===== config.mk =====
export PLATFORM = sky130hd
export DESIGN_NAME = univ_shift_reg
export DESIGN_NICKNAME = d
export VERILOG_FILES = /design/src/rtl/univ_shift_reg.sv
export SDC_FILE = /design/constraint.sdc
export NUM_CORES = 1
export LEC_CHECK = 0
export BUFFER_PORTS_ARGS = -buffer_cell sky130_fd_sc_hd__buf_2
export CAP_MARGIN = 15
export CORE_MARGIN = 4
export CORE_UTILIZATION = 35
export CTS_BUF_LIST = sky130_fd_sc_hd__clkbuf_2 sky130_fd_sc_hd__clkbuf_4 sky130_fd_sc_hd__clkbuf_8
export CTS_CLUSTER_SIZE = 25
export DETAILED_ROUTE_END_ITERATION = 8
export GPL_TIMING_DRIVEN = 0
export PLACE_DENSITY = 0.64
export SYNTH_ARGS = -nofsm -noshare
export SYNTH_HDL_FRONTEND = slang
export SYNTH_SLANG_ARGS = --single-unit

===== constraint.sdc =====
create_clock -name clock -period 1.7 [get_ports clock]
set_input_delay 0.085 -clock clock [delete_from_list [all_inputs] [get_ports clock]]
set_output_delay 0.085 -clock clock [all_outputs]
set_load 0.05 [all_outputs]

===== src/rtl/univ_shift_reg.sv =====
// -----------------------------------------------------------------------------
// univ_shift_reg
//   Parametrised universal shift register: hold / shift right / shift left /
//   parallel load under a mode select, serial in and out at both ends, plus an
//   auto-shift burst engine (one start command -> N shifts, with busy/done).
//
// Parameters
//   WIDTH   register width in bits (>= 2)
//   CNT_W   width of the burst count input and remaining-shift counter
//
// Ports
//   clock    rising-edge clock
//   reset    synchronous, active-high reset
//   mode     manual op: 00 hold, 01 shift right, 10 shift left, 11 load
//   enable   qualifies manual ops (0 = hold)
//   data     parallel load value
//   sin_r    serial bit entering the MSB on a right shift
//   sin_l    serial bit entering the LSB on a left shift
//   start    burst request, sampled in IDLE only
//   count    number of shifts in the burst
//   dir      burst direction: 0 right, 1 left
//   dataout  register contents
//   sout_r   dataout[0]        (combinational from the register)
//   sout_l   dataout[WIDTH-1]  (combinational from the register)
//   busy     high while a burst is in progress
//   done     one-cycle pulse after a burst (or a zero-count start) completes
//
// Build option
//   SHIFT_ROTATE_EN  when defined, every shift rotates and sin_r/sin_l are
//                    ignored; otherwise shifts take the serial inputs.
// -----------------------------------------------------------------------------
module univ_shift_reg #(
    parameter int WIDTH = 4,
    parameter int CNT_W = 3
) (
    input  logic             clock,
    input  logic             reset,
    input  logic [1:0]       mode,
    input  logic             enable,
    input  logic [WIDTH-1:0] data,
    input  logic             sin_r,
    input  logic             sin_l,
    input  logic             start,
    input  logic [CNT_W-1:0] count,
    input  logic             dir,
    output logic [WIDTH-1:0] dataout,
    output logic             sout_r,
    output logic             sout_l,
    output logic             busy,
    output logic             done
);

    localparam logic ST_IDLE  = 1'b0;
    localparam logic ST_BURST = 1'b1;

    localparam logic [1:0] MODE_HOLD  = 2'b00;
    localparam logic [1:0] MODE_SHR   = 2'b01;
    localparam logic [1:0] MODE_SHL   = 2'b10;
    localparam logic [1:0] MODE_LOAD  = 2'b11;

    logic             r_state;
    logic [WIDTH-1:0] r_data;
    logic [CNT_W-1:0] r_remaining;
    logic             r_dir;
    logic             r_busy;
    logic             r_done;

    logic             w_fill_r;
    logic             w_fill_l;
    logic [WIDTH-1:0] w_shr;
    logic [WIDTH-1:0] w_shl;

`ifdef SHIFT_ROTATE_EN
    // Rotate: the bit falling off one end re-enters at the other.
    assign w_fill_r = r_data[0];
    assign w_fill_l = r_data[WIDTH-1];
`else
    assign w_fill_r = sin_r;
    assign w_fill_l = sin_l;
`endif

    // Shared by manual ops and the burst engine so both builds shift alike.
    assign w_shr = {w_fill_r, r_data[WIDTH-1:1]};
    assign w_shl = {r_data[WIDTH-2:0], w_fill_l};

    always_ff @(posedge clock) begin
        if (reset) begin
            r_state     <= ST_IDLE;
            r_data      <= '0;
            r_remaining <= '0;
            r_dir       <= 1'b0;
            r_busy      <= 1'b0;
            r_done      <= 1'b0;
        end else begin
            r_done <= 1'b0;
            case (r_state)
                ST_IDLE: begin
                    if (start) begin
                        // No shift on the start edge; a zero count completes
                        // immediately without ever raising busy.
                        if (count != '0) begin
                            r_remaining <= count;
                            r_dir       <= dir;
                            r_busy      <= 1'b1;
                            r_state     <= ST_BURST;
                        end else begin
                            r_done <= 1'b1;
                        end
                    end else if (enable) begin
                        case (mode)
                            MODE_HOLD: r_data <= r_data;
                            MODE_SHR:  r_data <= w_shr;
                            MODE_SHL:  r_data <= w_shl;
                            MODE_LOAD: r_data <= data;
                            default:   r_data <= r_data;
                        endcase
                    end
                end
                ST_BURST: begin
                    r_data      <= r_dir ? w_shl : w_shr;
                    r_remaining <= r_remaining - 1'b1;
                    // This edge performs the last shift of the burst.
                    if (r_remaining == CNT_W'(1)) begin
                        r_state <= ST_IDLE;
                        r_busy  <= 1'b0;
                        r_done  <= 1'b1;
                    end
                end
                default: begin
                    r_state <= ST_IDLE;
                    r_busy  <= 1'b0;
                end
            endcase
        end
    end

    assign dataout = r_data;
    assign sout_r  = r_data[0];
    assign sout_l  = r_data[WIDTH-1];
    assign busy    = r_busy;
    assign done    = r_done;

endmodule


==> reports/metrics.cfg <==
[timing]
min_period_ns=1.33
rsz0062_at_grt=false
hold_viol_final=0
tns_ns=0
tightest_slew_ns=0.477
setup_viol=0
slew_viol_final=0
fmax_mhz=754
slew_headroom_pct=68.2
skew_ns=0.00161
fin_crit_sh_pct=78.0

[run]
drv_cap=0

[yosys]
synth.avg_cell_area_um2=8.57
yosys.area.top_type=dfxtp_1
synth_edf_count=0
yosysUniqueCellTypes=30
synthCells=80
yosys-top-cells-count=dfxtp_1, a21oi_1, nand2_1, o21ai_0
synth-seq-area-share_pct=32.1
synthArstFlopShare_pct=0
synth_warnings=0
yosysMostFrequentCell=dfxtp_1
synth_top_area_share_pct=32.1
syn_nets=98
syn_area_um2=686
synth_top_cells_by_area=dfxtp_1, mux2_2, a21oi_1
synth.ff_latch_count=11
ys.flop_type=dfxtp_1

[placed_design]
place.gp.congestion=0.850
io_buffers=21
hpwlAfterDp_mm=1.25

[floorplanning]
rows=15
die_y_um=52.3
ios=24
core_mm2=0.00178
start_util_pct=38.5
die-area_mm2=0.00273
chipWidth_um=52.3

[pwr]
p_comb_share_pct=27.6
powerDensity_mw_per_mm2=785
swShare_pct=31.7
power_frac_seq_pct=44.4
ir_worst_vdd_v=0.000489
p_clk_share_pct=28.0
p_sw_mw=0.214
intPower_mw=0.462
p_leak_nw=0.381

[detailed_routing]
wl_mm=1.64
first_pass_iters=2
met1Wirelength_um=824
antenna_left=0
routed-wl-met2_um=705
num_vias=667
dr_wl_met3_um=100
highest_layer=met4
drt-initial-drc-count=6
wl_per_cell_um=12.5
viasPerCell=5.09
drcViolationCount=0

[critical_path]
cp.required_ns=1.88
worstSetupEndpointType=flip-flop
critPathArrivalTime_ns=1.51
crit_fanout=9
start_kind=flip-flop
crit_type=reg -> reg

[clock_network]
numCtsBuffers=3
clockBufferDepth=2
cts_max_level=1
clock_latency_ns=0.26
post_cts_buffers=0
clock_sinks=11
cts_tree=yes
path_clk_slew_ns=0.07
cts_resized=0
root_buffer=clkbuf_4

[min_path]
hold_class=in -> reg

[global_routing]
grt_pass1_wl_mm=2.63
grt_pass1_vias=600
track_usage_pct=12.9
grt_max_degree=11
antenna_found_initial=0
gr-total-overflow=0

[outcome]
outcome=completed

[finish]
final_nets=125
final_util_pct=48.4
area_delta_synth_final_pct=25.7
drive_above_1_share_pct=32.1
antennaDiodeCount=0

-- timing repair --
| item | in CTS | in global routing |
|---|---|---|
| setup endpoints to repair | 0 | 0 |
| hold buffers | 1 | 0 |
| endpoints found under the hold margin | 1 | 0 |
-- worst paths after layout --
path | slack (ns) | depth (start not counted) | endpoint | start
setup / recovery | 0.37 | 3 | dataout[2] | r_state
hold / removal | 0.07 | 3 | r_dir | dir
setup reg to reg | 0.37 | 3 | dataout[2] | r_state
hold reg to reg | 0.51 | 2 | busy | busy
-- critical path: stages, from the launching register on --
cell and delay, ns:
dfxtp_1 0.38, or3b_4 0.45, a211o_1 0.24, a31oi_1 0.17
-- cell type report --
| class | count | area [um2] |
|---|---|---|
| flip-flops and latches | 11 | 220 |
| plain buffers | 6 | 32.5 |
| fillers | 184 | 921 |
| repair buffers | 22 | 115 |
| well taps | 25 | 31.3 |
| clock buffers | 4 | 30.0 |
| multi-input cells | 61 | 425 |
| inverters | 2 | 7.51 |
-- stage by stage --
| step | total power, mW | instance area, um2 | instances | hold WS [ns] | setup slack [ns] |
|---|---|---|---|---|---|
| after floorplan | 0.438 | 686 | 80 | 0.163 | 0.398 |
| after global placement | 0.488 | 822 | 126 | 0.267 | 0.419 |
| final | 0.676 | 862 | 131 | 0.0718 | 0.373 |
| after detailed placement | 0.491 | 822 | 126 | 0.270 | 0.406 |
| after global routing | 0.733 | 862 | 131 | 0.0581 | 0.317 |
| after CTS | 0.687 | 862 | 131 | 0.0661 | 0.377 |
-- logic make-up (layout without fill, tap and decap cells) --
group	after synthesis	in the layout	share of synthesized area, %
compound gates	30	30	28.5
simple gates	21	21	17.5
flops	11	11	32.1
mux	8	8	12.4
buf+inv	8	34	5.84
fa+ha+maj	2	2	3.65
-- per-layer routing --
| metal | GRT usage [%] | vias to the layer above |
|---|---|---|
| met1 | 15.6 | 293 |
| met5 | 0 | - |
| li1 | - | 350 |
| met4 | 5.11 | 0 |
| met2 | 21.5 | 22 |
| met3 | 3.42 | 2 |
-- sequential cells by signal (all words and copies together), names as in the netlist --
register and flops:
r_state 1, busy 1, done 1, r_dir 1
r_remaining 3, dataout 4
-- cells in the final DEF, fill, tap and decap left out, drive strengths merged --
cell,n
a211oi,3
clkbuf,6
nand2,6
o31ai,1
or3,1
o21ai,5
a31oi,4
mux2,4
nor3b,1
a211o,4
nor2,2
nor2b,2
inv,2
nand3b,1
mux2i,4
a21oi,8
dfxtp,11
or3b,1
a2bb2oi,1
nand2b,2
nand3,1
nor3,1
o211ai,1
and2b,3
a221oi,1
dlygate4sd3,1
buf,25
ha,2
o21bai,1
a22oi,1
-- power groups by stage --
stage	sequential [mW]	combinational, mW	clock (mW)
floorplan	0.332	0.106	0
global placement	0.305	0.183	0
detailed placement	0.306	0.185	0
CTS	0.300	0.188	0.199
global route	0.303	0.204	0.226
finish	0.300	0.187	0.189
No activity file was read; power rests on OpenSTA's default activity.
